## config.mk

```make
export PLATFORM = sky130hd
export DESIGN_NAME = demux1x4_reg
export DESIGN_NICKNAME = d
export VERILOG_FILES = /design/src/rtl/demux1x4_reg.sv
export SDC_FILE = /design/constraint.sdc
export NUM_CORES = 1
export LEC_CHECK = 0
export ABC_AREA = 1
export CAP_MARGIN = 20
export CORE_ASPECT_RATIO = 1.75
export CORE_MARGIN = 4
export CORE_UTILIZATION = 45
export CTS_CLUSTER_DIAMETER = 200
export DETAILED_ROUTE_END_ITERATION = 7
export PLACE_DENSITY = 0.78
export SYNTH_ARGS = -nofsm -noshare
export SYNTH_HDL_FRONTEND = slang
export SYNTH_SLANG_ARGS = --single-unit
```

## constraint.sdc

```tcl
create_clock -name clock -period 2.62 [get_ports clock]
set_clock_uncertainty 0.05 [all_clocks]
set_input_delay 0.393 -clock clock [delete_from_list [all_inputs] [get_ports clock]]
set_output_delay 0.393 -clock clock [all_outputs]
set_load 0.005 [all_outputs]
```

## src/rtl/demux1x4_reg.sv

```systemverilog
// rtl/demux1x4_reg.sv - registered 1-to-4 byte demultiplexer with per-channel valid/ack
module demux1x4_reg #(
  parameter int WIDTH = 8
) (
  input  logic             clock,
  input  logic             reset,
  input  logic [WIDTH-1:0] D,
  input  logic [1:0]       SEL,
  input  logic             D_VALID,
  output logic             D_READY,
  output logic [WIDTH-1:0] OUT0,
  output logic [WIDTH-1:0] OUT1,
  output logic [WIDTH-1:0] OUT2,
  output logic [WIDTH-1:0] OUT3,
  output logic [3:0]       VALID,
  input  logic [3:0]       ACK,
  output logic [2:0]       OCUPADOS
);

  logic [WIDTH-1:0] out_q [4];
  logic [WIDTH-1:0] out_d [4];
  logic [3:0]       valid_q;
  logic [3:0]       valid_d;
  logic             wr_en;

  // A full channel may still accept when its consumer drains it in the same edge.
  assign D_READY = ~valid_q[SEL] | ACK[SEL];
  assign wr_en   = D_VALID & D_READY;

  always_comb begin
    for (int k = 0; k < 4; k++) begin
      out_d[k]   = out_q[k];
      valid_d[k] = valid_q[k] & ~ACK[k];
      if (wr_en && (SEL == 2'(k))) begin
        out_d[k]   = D;
        valid_d[k] = 1'b1;
      end
    end
  end

  always_ff @(posedge clock or posedge reset) begin
    if (reset) begin
      for (int k = 0; k < 4; k++) begin
        out_q[k] <= '0;
      end
      valid_q <= '0;
    end else begin
      for (int k = 0; k < 4; k++) begin
        out_q[k] <= out_d[k];
      end
      valid_q <= valid_d;
    end
  end

  assign OUT0     = out_q[0];
  assign OUT1     = out_q[1];
  assign OUT2     = out_q[2];
  assign OUT3     = out_q[3];
  assign VALID    = valid_q;
  assign OCUPADOS = 3'(valid_q[0]) + 3'(valid_q[1]) + 3'(valid_q[2]) + 3'(valid_q[3]);

endmodule

```

# Word level (Yosys, flattened, before mapping)
# Index checks and enable logic that the tools add are counted.
[op_classes]
addsub = 3
mul = 0
n_div = 0
order_cmp = 1
eq_ne = 3
shifts = 0
n_mux = 8
n_bitwise = 11
reduce_logical = 5
[op_table]
columns = ["op", "n"]
rows = [
  ["1-bit two-way mux", 6],
  ["1-bit bitwise AND", 5],
  ["1-bit NOT", 5],
  ["1-bit binary-select mux with 2-bit select", 2],
  ["2-bit == test (second input constant)", 2],
  ["1-bit logical AND", 4],
  ["2-bit by 1-bit adder with 3-bit output", 1],
  ["3-bit by 1-bit adder with 3-bit output", 1],
  ["2-bit by 3-bit < comparator with 1-bit output (second input constant)", 1],
  ["1-bit by 1-bit adder with 2-bit output", 1],
  ["2-bit by 1-bit == test with 1-bit output (second input constant)", 1],
  ["2-bit logical NOT", 1],
  ["1-bit bitwise OR", 1],
]
[totals]
reg_bits = 36
latchBits = 0
mem_bits_rw = 0
romBits = 0
in_bits = 17
out_inout_bits = 40
elab_cells = 36
mem_count = 0

# Depth between registers and ports, before layout
# Gate-level depths: netlist of the first run.
[depth]
word_depth = 7
ltp_mapped = 10
mapped_depth_nobuf = 9

# Worst setup path before layout of the first run
# No wires, ideal clock.
[synth_timing]
path_kind = "register to output"
start = "register valid_q[0], in the netlist VALID[0]"
end = "output port OCUPADOS[1]"
arrival_ps = 1428
path_slack_ps = 749
stages_incl_launch_ff = 6
n_path_buf = 0
path_cell_list = "dfrtp_1 inv_1 fa_1 inv_1 ha_1 ha_1"
[synth_between]
elab_chain_len = 3
[synth_lines]
columns = ["element", "line_no", "source"]
rows = [
  ["start: declaration", "22", "logic [3:0] valid_q;"],
  ["start signal: assignment", "51", "valid_q <= valid_d;"],
  ["1-bit by 1-bit adder with 2-bit output", "60", "assign OCUPADOS = 3'(valid_q[0]) + 3'(valid_q[1]) + 3'(valid_q[2]) + 3'(valid_q[3]);"],
  ["2-bit by 1-bit adder with 3-bit output", "60", ""],
  ["3-bit by 1-bit adder with 3-bit output", "60", ""],
  ["end: declaration", "17", "output logic [2:0] OCUPADOS"],
]
# Every way passes these cells.

# Final worst setup path of the first run
[layout_timing]
start = "register valid_q[0], in the netlist VALID[0]"
end = "output port OCUPADOS[2]"
# Same word-level chain as after synthesis.

==> out/qor.yml, run 1 <==
timing:
  min_period_ns: 2.49
  max_freq_mhz: 401
  drv_slew: 0
  hold_viol: 0
  worst_slew_pin_slew_ns: 0.460
  setup_viol: 0
  slew_headroom_pct: 69.3
  tns_ns: 0
  timing.final.crit_share_pct: 95.1
  fin_ws_ns: 0.127
  rsz0062_at_grt: "false"
synthesis:
  yosysSeqAreaShare_pct: 51.4
  ys_ff_latch: 36
  yosysWarnings: 0
  ys_top_cells_by_area: "dfrtp_1 (51%), nand2_1 (16%), nand4_1 (11%)"
  syn_area_per_cell_um2: 9.57
  synthFlopType: "dfrtp_1"
  syn_nets: 203
  synth_most_common_cell: "nand2_1"
  syn_area_um2: 1750
  yosys.area.top_type: "dfrtp_1"
  ys_top_cells_by_count: "nand2_1 (73), dfrtp_1 (36), nand4_1 (32)"
  synth.distinct_cells: 21
  synthArstFlopShare_pct: 100
  synthCells: 183
  yosys.area.top_type_share_pct: 51.4
  synth_edf_count: 0
pwr:
  ir_worst_vdd_v: 0.000518
  p_per_area_nw_per_um2: 664
  p_leak_nw: 1.17
  total_power_mw: 1.62
worst_setup_path:
  crit_path_end_kind: "output port"
  critPathMaxFanout: 2
  arrival_ns: 2.05
  critical_path_class: "reg2out"
  worstPathRequired_ns: 2.18
  start_kind: "register"
die:
  dieArea_um2: 4990
  die_x_um: 55.2
  num_rows: 29
  start_util_pct: 47.3
  pin_count: 57
  fp.coreArea_um2: 3700
  dieHeight_um: 90.5
worst_hold_path:
  min-delay-path-class: "reg2reg"
clocking:
  clock_latency_ns: 0.28
  cts-root-buf: "clkbuf_8"
  cts.hold.buffers_added: 0
  cts_inserted_buffers: 5
  tritoncts: "done"
  cts_max_level: 2
  cts_sinks: 36
  clockBufferDepth: 2
  clk_pin_slew_ns: 0.07
global_routing:
  grt_pass1_vias: 1525
  grt_pass1_wl_um: 7270
  grt_max_degree: 37
  antenna_found_initial: 0
  track_usage_pct: 19.9
  overflow: 0
final_layout:
  layout-drive-gt1-share_pct: 12.7
  fin_cells: 291
  fillers: 331
  final_nets: 265
  num_antenna_cells: 0
  area_growth_pct: 39.1
  finalInstanceArea_um2: 2440
place:
  numPortBuffers: 56
  gp_congestion: 0.734
  dp_cells: 282
  post-place-ws_ns: 0.179
  hpwl_um: 3160
  dpl_cell_area_um2: 2330
routing:
  dr.pass1.iters: 4
  first_iter_violations: 39
  avgViaCountPerCell: 5.25
  routedWlPerCell_um: 15.1
  via_count: 1529
  routed_wl_um: 4390
  antenna_left: 0
  drc_errors: 0
flow_run:
  max_cap_violations: 0
run_status:
  status: "complete, no violations"
worst max-delay path, stage by stage, from the launching register on:
cell and delay, ns:
dfrtp_1 0.34, inv_1 0.07, fa_1 0.53, inv_1 0.04
ha_1 0.17, ha_1 0.18, clkdlybuf4s50_1 0.44
final timing paths:
check                         start           to  slack [ns]  cells past startpoint
hold reg to reg             OUT1[2]      OUT1[2]        0.42                      2
hold / removal              OUT1[2]      OUT1[2]        0.42                      2
max in group asynchronous     reset      OUT0[2]        1.74                      3
setup / recovery           VALID[0]  OCUPADOS[2]        0.13                      6
min in group asynchronous     reset      OUT3[1]        0.46                      3
setup reg to reg           VALID[1]      OUT0[1]        0.89                     10
timing repair:
action | 4_1_cts | 5_1_grt
hold endpoints to repair | 0 | 0
buffers inserted | 2 | 0
endpoints found under the setup margin | 1 | 0
resized for setup | 1 | 0
state kept, by name (all words and copies together) (netlist names):
name	flops
OUT3	8
OUT1	8
OUT0	8
OUT2	8
VALID	4
metrics by stage:
step,utilization (%),hold slack (ns)
floorplan,-,0.415
global placement,62.9,0.406
detailed placement,62.9,0.407
CTS,65.9,0.424
global route,65.9,0.451
finish,65.9,0.419
kinds of logic (layout without fill, tap and decap cells):
family,Yosys count,in the layout,share of synthesized area (%)
compound gates,4,4,1.14
fa+ha+maj,3,3,2.57
buf+inv,19,81,7.29
flops,36,36,51.4
simple gates,121,121,37.6
final cells by class:
cell class	instances	area, µm²	area share (%)
clock buffer	7	96.3	3.95
inverter	10	40.0	1.64
multi-input combinational	128	723	29.7
sequential	36	901	37.0
tap	46	57.6	2.36
timing repair buffer	64	619	25.4
power breakdown:
| part | switching, mW | internal, mW |
|---|---|---|
| registers | 0.0650 | 0.661 |
| logic | 0.199 | 0.278 |
| clock network | 0.181 | 0.234 |
cell usage in the layout (no fill, tap or decap), types with 2 or more instances in the layout:
cell type and count:
nor2_4 2, inv_1 7, nand4_1 32, o21ai_1 4, ha_1 2, clkdlybuf4s50_1 55
nand2_1 73, nand3_1 2, nand2_2 4, dfrtp_1 36, buf_4 8, nand3_4 4
clkbuf_8 7
metal layers:
metal	up-vias	wire (µm)	GRT usage [%]
li1	743	-	-
met1	709	1700	25.7
met2	63	2220	30.6
met3	14	277	3.97
met4	0	185	9.94
met5	-	0	0
Note: power is estimated with default switching activity, not from simulation.
==> run 2: changes to the inputs <==
--- a/config.mk
+++ b/config.mk
@@ -6,7 +6,6 @@
 export NUM_CORES = 1
 export LEC_CHECK = 0
 export ABC_AREA = 1
-export CAP_MARGIN = 20
 export CORE_ASPECT_RATIO = 1.75
 export CORE_MARGIN = 4
 export CORE_UTILIZATION = 45
==> results of run 2 <==
Final layout, timing and power as in run 1 (identical DEF).
==> run 3: changes to the inputs <==
--- a/config.mk
+++ b/config.mk
@@ -6,7 +6,6 @@
 export NUM_CORES = 1
 export LEC_CHECK = 0
 export ABC_AREA = 1
-export CORE_ASPECT_RATIO = 1.75
 export CORE_MARGIN = 4
 export CORE_UTILIZATION = 45
 export CTS_CLUSTER_DIAMETER = 200
==> run 3 against run 2 <==
Maximum frequency fell by 1.1%. Critical path depth did not move. Non-clock buffer count increased by 3. Combinational power up 2%. Die area decreased by 0.79%. Via count rose by 0.39%. Register-to-register slack got worse by 0.03 ns. Cell area rose by 1.0%. Flip-flop and latch count unchanged. Critical endpoint unchanged. Largest cell class unchanged. Largest power group unchanged.
==> out/qor.yml, run 3 (synthesis gave the netlist of run 1 again) <==
final_layout:
  final_core_util_pct: 66.3  # +0.41 points
  fin_cells: 296  # +1.7%
  final_common_cell: "nand2_1"
  final_cell_mix: "nand2_1 (73), clkdlybuf4s50_1 (55), dfrtp_1 (36)"
  layout-drive-gt1-share_pct: 13.7  # +1.1 points
  num_antenna_cells: 0  # unchanged
  final_nets: 268  # +1.1%
  area_growth_pct: 40.6
clocking:
  clockBufferDepth: 2  # unchanged
  cts_sinks: 36  # unchanged
  clk_pin_slew_ns: 0.07  # about the same
  cts_max_level: 2  # unchanged
  cts-root-buf: "clkbuf_8"
  cts.hold.buffers_added: 0  # unchanged
  clock_latency_ns: 0.28  # about the same
  tritoncts: "done"
  cts_inserted_buffers: 5  # unchanged
timing:
  hold_viol: 0  # unchanged
  hold_ws_ns: 0.420  # +0.00133 ns
  slew_headroom_pct: 56.5  # -13 points
  rsz0062_at_grt: "false"
  max_freq_mhz: 397  # -1.1%
  tns_ns: 0  # unchanged
  min_period_ns: 2.52  # +0.0278 ns
  worst_slew_pin_slew_ns: 0.650  # +0.190 ns
  setup_viol: 0  # unchanged
  drv_slew: 0  # unchanged
  timing.final.crit_share_pct: 96.2  # +1.1 points
  fin_ws_ns: 0.0994  # -0.0278 ns
place:
  post-place-ws_ns: 0.144  # -0.0353 ns
  numPortBuffers: 56  # unchanged
  dp_cells: 287  # +1.8%
  hpwl_um: 3190  # +1.1%
  gp_congestion: 0.825  # +12%
pwr:
  ir_worst_vdd_v: 0.000295  # -43%
  p_per_area_nw_per_um2: 659  # -0.71%
  p_leak_nw: 1.19  # +1.2%
die:
  dieArea_um2: 4950  # -0.79%
  pin_count: 57  # unchanged
  num_rows: 22  # -24%
  start_util_pct: 47.1  # -0.19 points
  fp.coreArea_um2: 3720  # +0.41%
  die_x_um: 70.4  # +28%
  dieHeight_um: 70.4  # -22%
global_routing:
  overflow: 0  # unchanged
  grt_max_degree: 37  # unchanged
  track_usage_pct: 19.1  # -0.88 points
  grt_pass1_vias: 1517  # -0.52%
  antenna_found_initial: 0  # unchanged
  grt_pass1_wl_um: 7330  # +0.95%
routing:
  avgViaCountPerCell: 5.19  # -1.3%
  first_iter_violations: 101  # +160%
  routedWlPerCell_um: 14.8  # -2.2%
  drc_errors: 0  # unchanged
  antenna_left: 0  # unchanged
  routed_wl_um: 4370  # -0.48%
  via_count: 1535  # +0.39%
  dr.pass1.iters: 4  # unchanged
worst_setup_path:
  r2r-start: "VALID[0]"
  crit_path_end_kind: "output port"
  critPathLaunch: "VALID[0]"
  arrival_ns: 2.08  # +0.03 ns
  crit_end: "OCUPADOS[2]"
  reg2reg_to: "OUT1[4]"
  critPathMaxFanout: 2  # unchanged
  worstPathRequired_ns: 2.18  # about the same
  ff2ff_setup_slack_ns: 0.86  # -0.03 ns
  worst_r2r_path_depth: 10  # unchanged
  critical_path_class: "reg2out"
  start_kind: "register"
run_status:
  status: "complete, no violations"
worst_hold_path:
  min_from: "OUT2[0]"
  min-delay-path-class: "reg2reg"
flow_run:
  max_cap_violations: 0  # unchanged
==> run 3: changes by cell type in the layout (fill, tap and decap cells not counted), sizes merged <==
cell	change
buf	+3
==> run 3: final cells by class <==
class                      count  area (µm²)
clock buffer                   7        96.3
fill                         326        1250
inverter                      10        40.0
multi-input combinational    128         723
sequential                    36         901
tap                           48        60.1
timing repair buffer          67         642
==> run 3: worst max-delay path, cell delays in order (launching register included) <==
cell and delay [ns]:
dfrtp_1 0.35, inv_1 0.07, fa_1 0.53, inv_1 0.05, ha_1 0.19, ha_1 0.17
clkdlybuf4s50_1 0.44
==> run 3: repair_timing <==
item                       in CTS  in global routing
gates resized for setup         1                  0
buffers inserted                2                  0
setup endpoints to repair       1                  0
==> run 3: worst min path at each step <==
stage               endpoint  slack (ns)  cells after the start
floorplan            OUT0[0]        0.42                      2
global placement     OUT1[3]        0.41                      2
detailed placement   OUT2[0]        0.41                      2
CTS                  OUT2[0]        0.42                      2
global route         OUT3[1]        0.43                      2
finish               OUT2[0]        0.42                      2
==> run 3: layer usage <==
layer  track usage [%]  share of wire [%]  vias to the layer above
li1                  -                  -                      746
met1              24.4                 43                      724
met2              31.1                 49                       51
met3              4.89                5.4                       14
met4              6.81                2.3                        0
met5                 0                  0                        -
==> run 3: stage by stage <==
stage	instance area, µm²	power (mW)
global route	2460	1.71
finish	2460	1.62
detailed placement	2350	1.22
CTS	2460	1.64
floorplan	1750	0.916
global placement	2350	1.20
==> run 3: power breakdown <==
part / internal (mW) / total (mW) / switching, mW
Clock: 0.234 / 0.415 / 0.181
Sequential: 0.661 / 0.721 / 0.0603
Combinational: 0.282 / 0.487 / 0.205
